===== src/rtl/fir_coef_loader_pkg.sv =====
// fir_coef_loader_pkg: shared FSM state encoding and default parameter values
package fir_coef_loader_pkg;
  typedef enum logic [2:0] {IDLE, FETCH, WRITE, READ, DONE} state_t;
  localparam int ADDR_W_DEF = 8;
  localparam int DATA_W_DEF = 16;
  localparam int TIMEOUT_DEF = 15;
  localparam bit WR_ACK_REQ_DEF = 1'b0;
endpackage


===== src/rtl/fir_coef_loader_wb_tmo_cnt.sv =====
// wb_tmo_cnt: counts strobe-high cycles and flags the last allowed cycle
module wb_tmo_cnt #(
  parameter int TIMEOUT = 15
) (
  input  logic clk,
  input  logic rst_n,
  input  logic stb,
  output logic tmo
);
  localparam int W = $clog2(TIMEOUT + 1);
  logic [W-1:0] cnt;
  always_ff @(posedge clk or negedge rst_n)
    if (!rst_n) cnt <= '0;
    else cnt <= stb ? cnt + 1'b1 : '0;
  assign tmo = stb && cnt == W'(TIMEOUT - 1);
endmodule


===== src/rtl/fir_coef_loader.sv =====
// fir_coef_loader: streams coefficient words into Wishbone registers with optional read-back verify
module fir_coef_loader
  import fir_coef_loader_pkg::*;
#(
  parameter int ADDR_W = ADDR_W_DEF,
  parameter int DATA_W = DATA_W_DEF,
  parameter int TIMEOUT = TIMEOUT_DEF,
  parameter bit WR_ACK_REQ = WR_ACK_REQ_DEF
) (
  input  logic              clk,
  input  logic              rst_n,
  input  logic              cmd_valid,
  output logic              cmd_ready,
  input  logic [ADDR_W-1:0] cmd_base,
  input  logic [6:0]        cmd_count,
  input  logic              cmd_verify,
  input  logic              s_valid,
  output logic              s_ready,
  input  logic [DATA_W-1:0] s_data,
  output logic [ADDR_W-1:0] wb_adr,
  output logic [DATA_W-1:0] wb_wr_dat,
  input  logic [DATA_W-1:0] wb_rd_dat,
  output logic              wb_we,
  output logic [DATA_W/8-1:0] wb_sel,
  output logic              wb_stb,
  output logic              wb_cyc,
  input  logic              wb_ack,
  input  logic              wb_err,
  output logic              busy,
  output logic              done,
  output logic              st_err,
  output logic              st_tmo,
  output logic [7:0]        mis_cnt
);
  state_t state, state_n;
  logic [ADDR_W-1:0] base;
  logic [6:0] count, idx, idx_n;
  logic verify, stb_n, we_n, set_err, set_tmo, mis_inc, last, tmo, cmd_go, s_go;
  assign cmd_go = cmd_valid && cmd_ready;
  assign s_go = s_valid && s_ready;
  assign last = idx + 7'd1 == count;
  assign wb_cyc = wb_stb;
  assign wb_sel = {(DATA_W/8){wb_stb}};
  wb_tmo_cnt #(.TIMEOUT(TIMEOUT)) u_tmo (.clk(clk), .rst_n(rst_n), .stb(wb_stb), .tmo(tmo));
  always_comb begin
    state_n = state;
    stb_n = 1'b0;
    we_n = wb_we;
    idx_n = idx;
    set_err = 1'b0;
    set_tmo = 1'b0;
    mis_inc = 1'b0;
    case (state)
      IDLE: if (cmd_go) begin
        state_n = cmd_count == 7'd0 ? DONE : FETCH;
        idx_n = '0;
      end
      FETCH: if (s_go) begin
        state_n = WRITE;
        stb_n = 1'b1;
        we_n = 1'b1;
      end
      WRITE: if (wb_err) begin
        set_err = 1'b1;
        state_n = DONE;
      end else if (wb_ack || !WR_ACK_REQ) begin
        state_n = verify ? READ : last ? DONE : FETCH;
        we_n = 1'b0;
        idx_n = verify ? idx : idx + 7'd1;
      end else if (tmo) begin
        set_tmo = 1'b1;
        state_n = DONE;
      end else stb_n = 1'b1;
      READ: if (!wb_stb) stb_n = 1'b1;
      else if (wb_err) begin
        set_err = 1'b1;
        state_n = DONE;
      end else if (wb_ack) begin
        mis_inc = wb_rd_dat != wb_wr_dat;
        idx_n = idx + 7'd1;
        state_n = last ? DONE : FETCH;
      end else if (tmo) begin
        set_tmo = 1'b1;
        state_n = DONE;
      end else stb_n = 1'b1;
      DONE: state_n = IDLE;
      default: state_n = IDLE;
    endcase
  end
  always_ff @(posedge clk or negedge rst_n)
    if (!rst_n) begin
      state <= IDLE;
      base <= '0;
      count <= '0;
      idx <= '0;
      verify <= 1'b0;
      cmd_ready <= 1'b0;
      s_ready <= 1'b0;
      wb_adr <= '0;
      wb_wr_dat <= '0;
      wb_we <= 1'b0;
      wb_stb <= 1'b0;
      busy <= 1'b0;
      done <= 1'b0;
      st_err <= 1'b0;
      st_tmo <= 1'b0;
      mis_cnt <= '0;
    end else begin
      state <= state_n;
      idx <= idx_n;
      wb_stb <= stb_n;
      wb_we <= we_n;
      cmd_ready <= state_n == IDLE;
      s_ready <= state_n == FETCH;
      busy <= state_n != IDLE;
      done <= state_n == DONE;
      if (cmd_go) begin
        base <= cmd_base;
        count <= cmd_count;
        verify <= cmd_verify;
      end
      if (s_go) begin
        wb_wr_dat <= s_data;
        wb_adr <= base + ADDR_W'(idx);
      end
      st_err <= !cmd_go && (st_err || set_err);
      st_tmo <= !cmd_go && (st_tmo || set_tmo);
      if (cmd_go) mis_cnt <= '0;
      else if (mis_inc && mis_cnt != 8'hFF) mis_cnt <= mis_cnt + 8'd1;
    end
endmodule

===== config.mk =====
export PLATFORM = sky130hd
export DESIGN_NAME = fir_coef_loader
export DESIGN_NICKNAME = d
export VERILOG_FILES = /design/src/rtl/fir_coef_loader_pkg.sv /design/src/rtl/fir_coef_loader_wb_tmo_cnt.sv /design/src/rtl/fir_coef_loader.sv
export SDC_FILE = /design/constraint.sdc
export NUM_CORES = 1
export LEC_CHECK = 0
export CAP_MARGIN = 20
export CORE_AREA = 10 10 122 96
export CTS_BUF_LIST = sky130_fd_sc_hd__clkbuf_16
export DETAILED_ROUTE_END_ITERATION = 8
export DIE_AREA = 0 0 132 106
export PLACE_DENSITY_LB_ADDON = 0.15
export SYNTH_ARGS = -nofsm -noshare
export SYNTH_HDL_FRONTEND = slang
export SYNTH_SLANG_ARGS = --single-unit
export TNS_END_PERCENT = 100

===== constraint.sdc =====
create_clock -name clk -period 6.6 [get_ports clk]
set_input_delay 1.32 -clock clk [delete_from_list [all_inputs] [get_ports clk]]
set_output_delay 1.32 -clock clk [all_outputs]
set_load 0.03 [all_outputs]

### Yosys cells after proc, flatten, opt, wreduce, memory -nomap -nowiden

Cells that the tools add are included.

* flip-flop bits (word level): 70
* bits in latches: 0
* memory bits (writable): 0
* ROM bits: 0
* bits of input ports: 54
* output and inout port bits: 43
* word-level logic and storage cells: 97
* memories kept: 0

* add/subtract/negate cells: 4
* multipliers: 0
* div/mod/pow operators: 0
* $lt $le $gt $ge: 0
* equal/unequal tests: 16
* shifts and indexed selects: 0
* multiplexer cells: 42
* bitwise gates (word level): 0
* reductions and logical operators: 18

Operator list (number)
* 7-bit two-way mux: 6
* 3-bit two-way mux: 10
* 7-bit one-hot mux with 3 select lines: 1
* 1-bit two-way mux: 18
* 8-bit two-way mux: 2
* 16-bit != test: 1
* 2-bit != test, second input constant: 7
* 3-bit one-hot mux with 4 select lines: 1
* 8-bit by 1-bit adder with 8-bit output, second input constant: 1
* 8-bit by 7-bit adder with 8-bit output: 1
* 8-bit != test, second input constant: 1
* 7-bit by 1-bit adder with 7-bit output, second input constant: 1
* 7-bit == test: 1
* 7-bit zero test: 1
* 7-bit AND reduction: 1
* 3-bit by 1-bit == test with 1-bit output, second input constant: 2
* 3-bit by 2-bit == test with 1-bit output, second input constant: 2
* 1-bit logical AND: 6
* 3-bit zero test: 2
* 1-bit one-hot mux with 2 select lines: 3
* 3-bit nonzero test: 2
* 4-bit by 1-bit adder with 4-bit output, second input constant: 1
* 4-bit == test, second input constant: 1
* 4-bit two-way mux: 1
* 5 further kinds: 7

### Logic depth before layout (Yosys ltp)

* depth in word-level cells: 9
* gate-level depth with buffers: 9
* gate-level depth less buffers: 9

### By module

A second synthesis with hierarchy kept.

* cell total of the unflattened synthesis: 374
* area total of the unflattened synthesis: 3641.0 um2

Modules (own cells, without submodules)
* fir_coef_loader: instances 1, cells an instance 358, area each 3449.6 um2, seq. area each 1651.6 um2
* wb_tmo_cnt: instances 1, cells an instance 16, area each 191.4 um2, seq. area each 100.1 um2

### Least setup slack after synthesis

Ideal clock, no wire load.

* path kind: input to register
* start: input port wb_rd_dat[9]
* end: register mis_cnt[0]
* setup time: 132 ps
* arrival time: 2607 ps
* required time: 6468 ps
* path slack: 3861 ps
* stages on the path: 6
* buffers on the path: 0
* cells stage by stage: xnor2_1 nand4_1 nor4_1 nor2_1 xnor2_1 nor2_1

* word-level cells in the longest chain between the ends: 7

Ends and longest elaborated chain
* start, declared: line fir_coef_loader.sv:22 `input logic [DATA_W-1:0] wb_rd_dat,`
* 16-bit != test: line fir_coef_loader.sv:79 `mis_inc = wb_rd_dat != wb_wr_dat;`
* 1-bit two-way mux: line fir_coef_loader.sv:78 `end else if (wb_ack) begin`
* 1-bit two-way mux: line fir_coef_loader.sv:75 `else if (wb_err) begin`
* 1-bit two-way mux: line fir_coef_loader.sv:74 `READ: if (!wb_stb) stb_n = 1'b1;`
* 1-bit two-way mux: line fir_coef_loader.sv:53 `case (state)`
* 1-bit logical AND: line fir_coef_loader.sv:129 `else if (mis_inc && mis_cnt != 8'hFF) mis_cnt <= mis_cnt + 8'd1;`
* 2-bit nonzero test (no line)
* end signal, assigned: line fir_coef_loader.sv:129
* end, declared: line fir_coef_loader.sv:33 `output logic [7:0] mis_cnt`

No other way between the ends.
A chain may end at the register's enable or synchronous reset.

### Final worst setup path

* start: input port wb_err
* end: register idx[6]

* word-level cells in the longest chain between the ends: 2
* elaborated cells on any way between the ends: 3

Ends and longest elaborated chain
* start, declared: line fir_coef_loader.sv:28 `input logic wb_err,`
* 2-bit != test (no line)
* 7-bit AND reduction (no line) *
* end signal, assigned: line fir_coef_loader.sv:110 `idx <= idx_n;`
* end, declared: line fir_coef_loader.sv:37 `logic [6:0] count, idx, idx_n;`

Every way passes the cells marked *; elsewhere a longest branch is shown, timed or not.

==> reports/metrics.csv <==
stage,metric,value,unit
pwr,cell internal pwr,1.30,mW
synth,Mapped Cells,370,
synth,YS warnings,0,
global_route,GR Overflow Total,0,
detailed_routing,WL final,9340,µm
min_path,hold path start,wb_adr[1]$_DFFE_PN0P_,
synth,Post-synth EDFFs,0,
floorplan,total die area,0.0140,mm²
clock_network,clk buf depth,2,
finish,register area,0.00175,mm²
finish,synthesis-to-finish area growth,36.7,%
synth,mapped cell area,0.00366,mm²
synth,Async SR Flop Fraction,100,%
synth,largest family of logic cells by synthesized area,simple AND/OR/NAND/NOR gates,
pwr,Pleak,2.12,nW
synth,share of the yosys chip area belonging to registers,47.8,%
min_path,hold crit path type,reg2reg,
sta,clk_skew,8.69,ps
critical_path,Arrival @ worst endpoint,3390,ps
synth,dominant cells by area after synthesis,"dfrtp_1 48%, xnor2_1 6.9%, nand2_1 6.7%, mux2_2 5.2%, ha_1 3.8%",
clock_network,H-tree lvl count,3,
critical_path,R2R cell count,7,
critical_path,crit end category,flop,
critical_path,startpoint types,primary input,
synth,Adder-Cell Fraction of Synth Area,4.31,%
sta,final setup violation count,0,
pwr,Clock power frac,21.7,%
floorplan,total core area,0.00943,mm²
critical_path,Setup crit end,idx[6]$_DFFE_PN0P_,
sta,final period utilization,47.9,%
pwr,switching power,0.849,mW
clock_network,"Reg clk slew, reported paths",60,ps
critical_path,"setup slack, reg-to-reg",4170,ps
synth,most instantiated cells after synthesis,"70 x dfrtp_1, 65 x nand2_1, 29 x xnor2_1",
detailed_routing,drt drc,0,
synth,post-synthesis compound-gate area fraction,11.4,%
critical_path,worst-path fanout max,8,
clock_network,CTS hold repair buffers,0,
critical_path,Crit Path Class,in2reg,
sta,Worst Tran Pin Value,1070,ps
synth,Synth Area in Simple Gates,18.8,%
clock_network,CTS tree,built,
finish,Multi-input gate area,0.00179,mm²
critical_path,RR Endpoint,busy$_DFF_PN0_,
synth,mean post-synth cell area,9.89,µm²
detailed_routing,vias per cell,4.92,
pwr,Comb power frac,43.9,%
synth,Synth cell types,51,
pwr,Max VDD drop,0.237,mV
synth,"Top FF cell, synth",dfrtp_1,
sta,RSZ-0062 raised after global routing,false,
clock_network,CTS resizes,0,
synth,syn nets,436,
pwr,Sequential Power Share,34.3,%
job,MaxCap Viol Count,0,
sta,Highest Clock Rate,316,MHz
floorplan,die height,106,µm
critical_path,Critical Path Start,wb_err,
synth,Yosys top cell by area,dfrtp_1,
synth,mux contribution to synthesized area,5.54,%
sta,Tmin final,3160,ps
critical_path,Worst EP required,6830,ps
placed_design,DP Wirelength,6790,µm
floorplan,Initial Utilization,38.8,%
synth,synthesized-area fraction occupied by xor and xnor cells,8.85,%
synth,most frequent cell after synthesis,dfrtp_1,
detailed_routing,WL/cell,15.5,µm
global_route,pin count of the biggest net entering global routing,71,
global_route,first-pass GRT wire length,15400,µm
finish,Final #Nets,530,
status,status,"complete, no violations",
synth,register bit total from synthesis,70,
finish,share of cells above drive strength 1,9.38,%
sta,Final Max Tran Viols,0,
detailed_routing,Routed Antenna Nets,0,
critical_path,RR Startpoint,idx[0]$_DFFE_PN0P_,
pwr,Sw Share,39.5,%
finish,Antenna diodes,0,
detailed_routing,starting DRC count in detailed routing,140,
floorplan,row cnt,31,
sta,final hold vios,0,
sta,final hold slack,475,ps
sta,TNS Setup,0,ps
global_route,Total Routing Usage GR,13.4,%
global_route,number of global-route vias before repair,3071,
floorplan,Chip Width,132,µm
synth,Synth top area share,47.8,%
clock_network,CTS buffer count,9,
clock_network,clk root buf,clkbuf_16,
finish,fillers,888,
floorplan,# IOs,97,
clock_network,clock sinks,70,
sta,Slew headroom,28.6,%
detailed_routing,Via Count,2956,
global_route,initial antenna violation count,0,
placed_design,port buffer count,96,
pwr,PwrDens,430,mW/mm²
placed_design,Final Wtd Congestion,0.816,
clock_network,Worst-Skew Late Latency,330,ps
clock_network,post-CTS setup buffers,0,
detailed_routing,first-pass iteration count of the detailed router,4,
## layout make-up
| cell class | count | area share (%) |
|---|---|---|
| clock buffers | 9 | 4.50 |
| clock inverters | 7 | 1.15 |
| inverters | 11 | 0.825 |
| multi-input cells | 273 | 35.7 |
| flip-flops and latches | 70 | 35.0 |
| well taps | 132 | 3.30 |
| repair buffers | 99 | 19.5 |
## power groups by stage
stage	registers [mW]	clock network (mW)	logic, mW
final	0.738	0.467	0.945
after global routing	0.765	0.497	1.03
after CTS	0.740	0.481	0.963
after detailed placement	0.744	0	0.959
after global placement	0.742	0	0.947
after floorplan	0.883	0	0.464
## layer usage
layer | vias to the layer above | wire (µm) | track usage (%)
met1 | 1416 | 4230 | 16.3
li1 | 1448 | - | -
met3 | 13 | 844 | 6.73
met2 | 79 | 4150 | 20.3
met4 | 0 | 120 | 4.52
met5 | - | 0 | 0
## metrics by stage
stage | instance area (µm²) | utilization, % | worst slack [ps] | instances | power [mW]
finish | 5000 | 53.1 | 3440 | 601 | 2.15
global route | 5000 | 53.1 | 3310 | 601 | 2.29
CTS | 5000 | 53.1 | 3450 | 601 | 2.18
detailed placement | 4720 | 50.1 | 3120 | 585 | 1.70
global placement | 4720 | 50.0 | 2960 | 584 | 1.69
floorplan | 3660 | - | 3860 | 370 | 1.35
## logic make-up (layout without fill, tap and decap cells)
kind of cell | count (synthesis) | count (layout)
AND/OR/NAND/NOR | 141 | 141
flip-flops | 70 | 70
AO/OA/AOI/OAI | 65 | 65
XOR/XNOR | 37 | 37
buffers and inverters | 27 | 126
multiplexers | 18 | 18
adder cells (fa/ha/maj) | 12 | 12
## placed cells by master (no fill, tap or decap), drive strengths merged, types with 4 or more instances in the layout
master          n
o21ai          27
nor2           26
o31ai           7
xor2            8
inv            13
nand2b          6
dfrtp          70
xnor2          29
nor3            9
a31oi           5
nand2          65
mux2           18
clkbuf          9
buf             4
a21oi          10
ha             11
nor3b           4
nor4            5
clkdlybuf4s50  95
nand3           7
and3            4
nand4           5
## worst max-delay path: stages
cell and delay, ps:
clkdlybuf4s50_1 580, a311o_1 410, a311oi_2 320, or3_1 320, and2b_4 260, o21ai_1 90, o31ai_1 80
## worst min path at each step
stage	to	cells past startpoint	slack (ps)
detailed placement	wb_adr[7]$_DFFE_PN0P_	2	470
finish	wb_adr[1]$_DFFE_PN0P_	2	480
global placement	wb_adr[1]$_DFFE_PN0P_	2	470
CTS	wb_adr[7]$_DFFE_PN0P_	2	480
global route	u_tmo.cnt[0]$_DFF_PN0_	1	510
floorplan	u_tmo.cnt[0]$_DFF_PN0_	1	450
## sequential cells by signal (all words and copies together), names as in the netlist
| name | flops |
|---|---|
| state | 3 |
| mis_cnt | 8 |
| st_err | 1 |
| count | 7 |
| s_ready | 1 |
| base | 8 |
| wb_cyc | 1 |
| verify | 1 |
| busy | 1 |
| wb_adr | 8 |
| u_tmo.cnt | 4 |
| done | 1 |
| wb_wr_dat | 16 |
| wb_we | 1 |
| cmd_ready | 1 |
| idx | 7 |
| st_tmo | 1 |
Power figures use the tool's default switching activity.
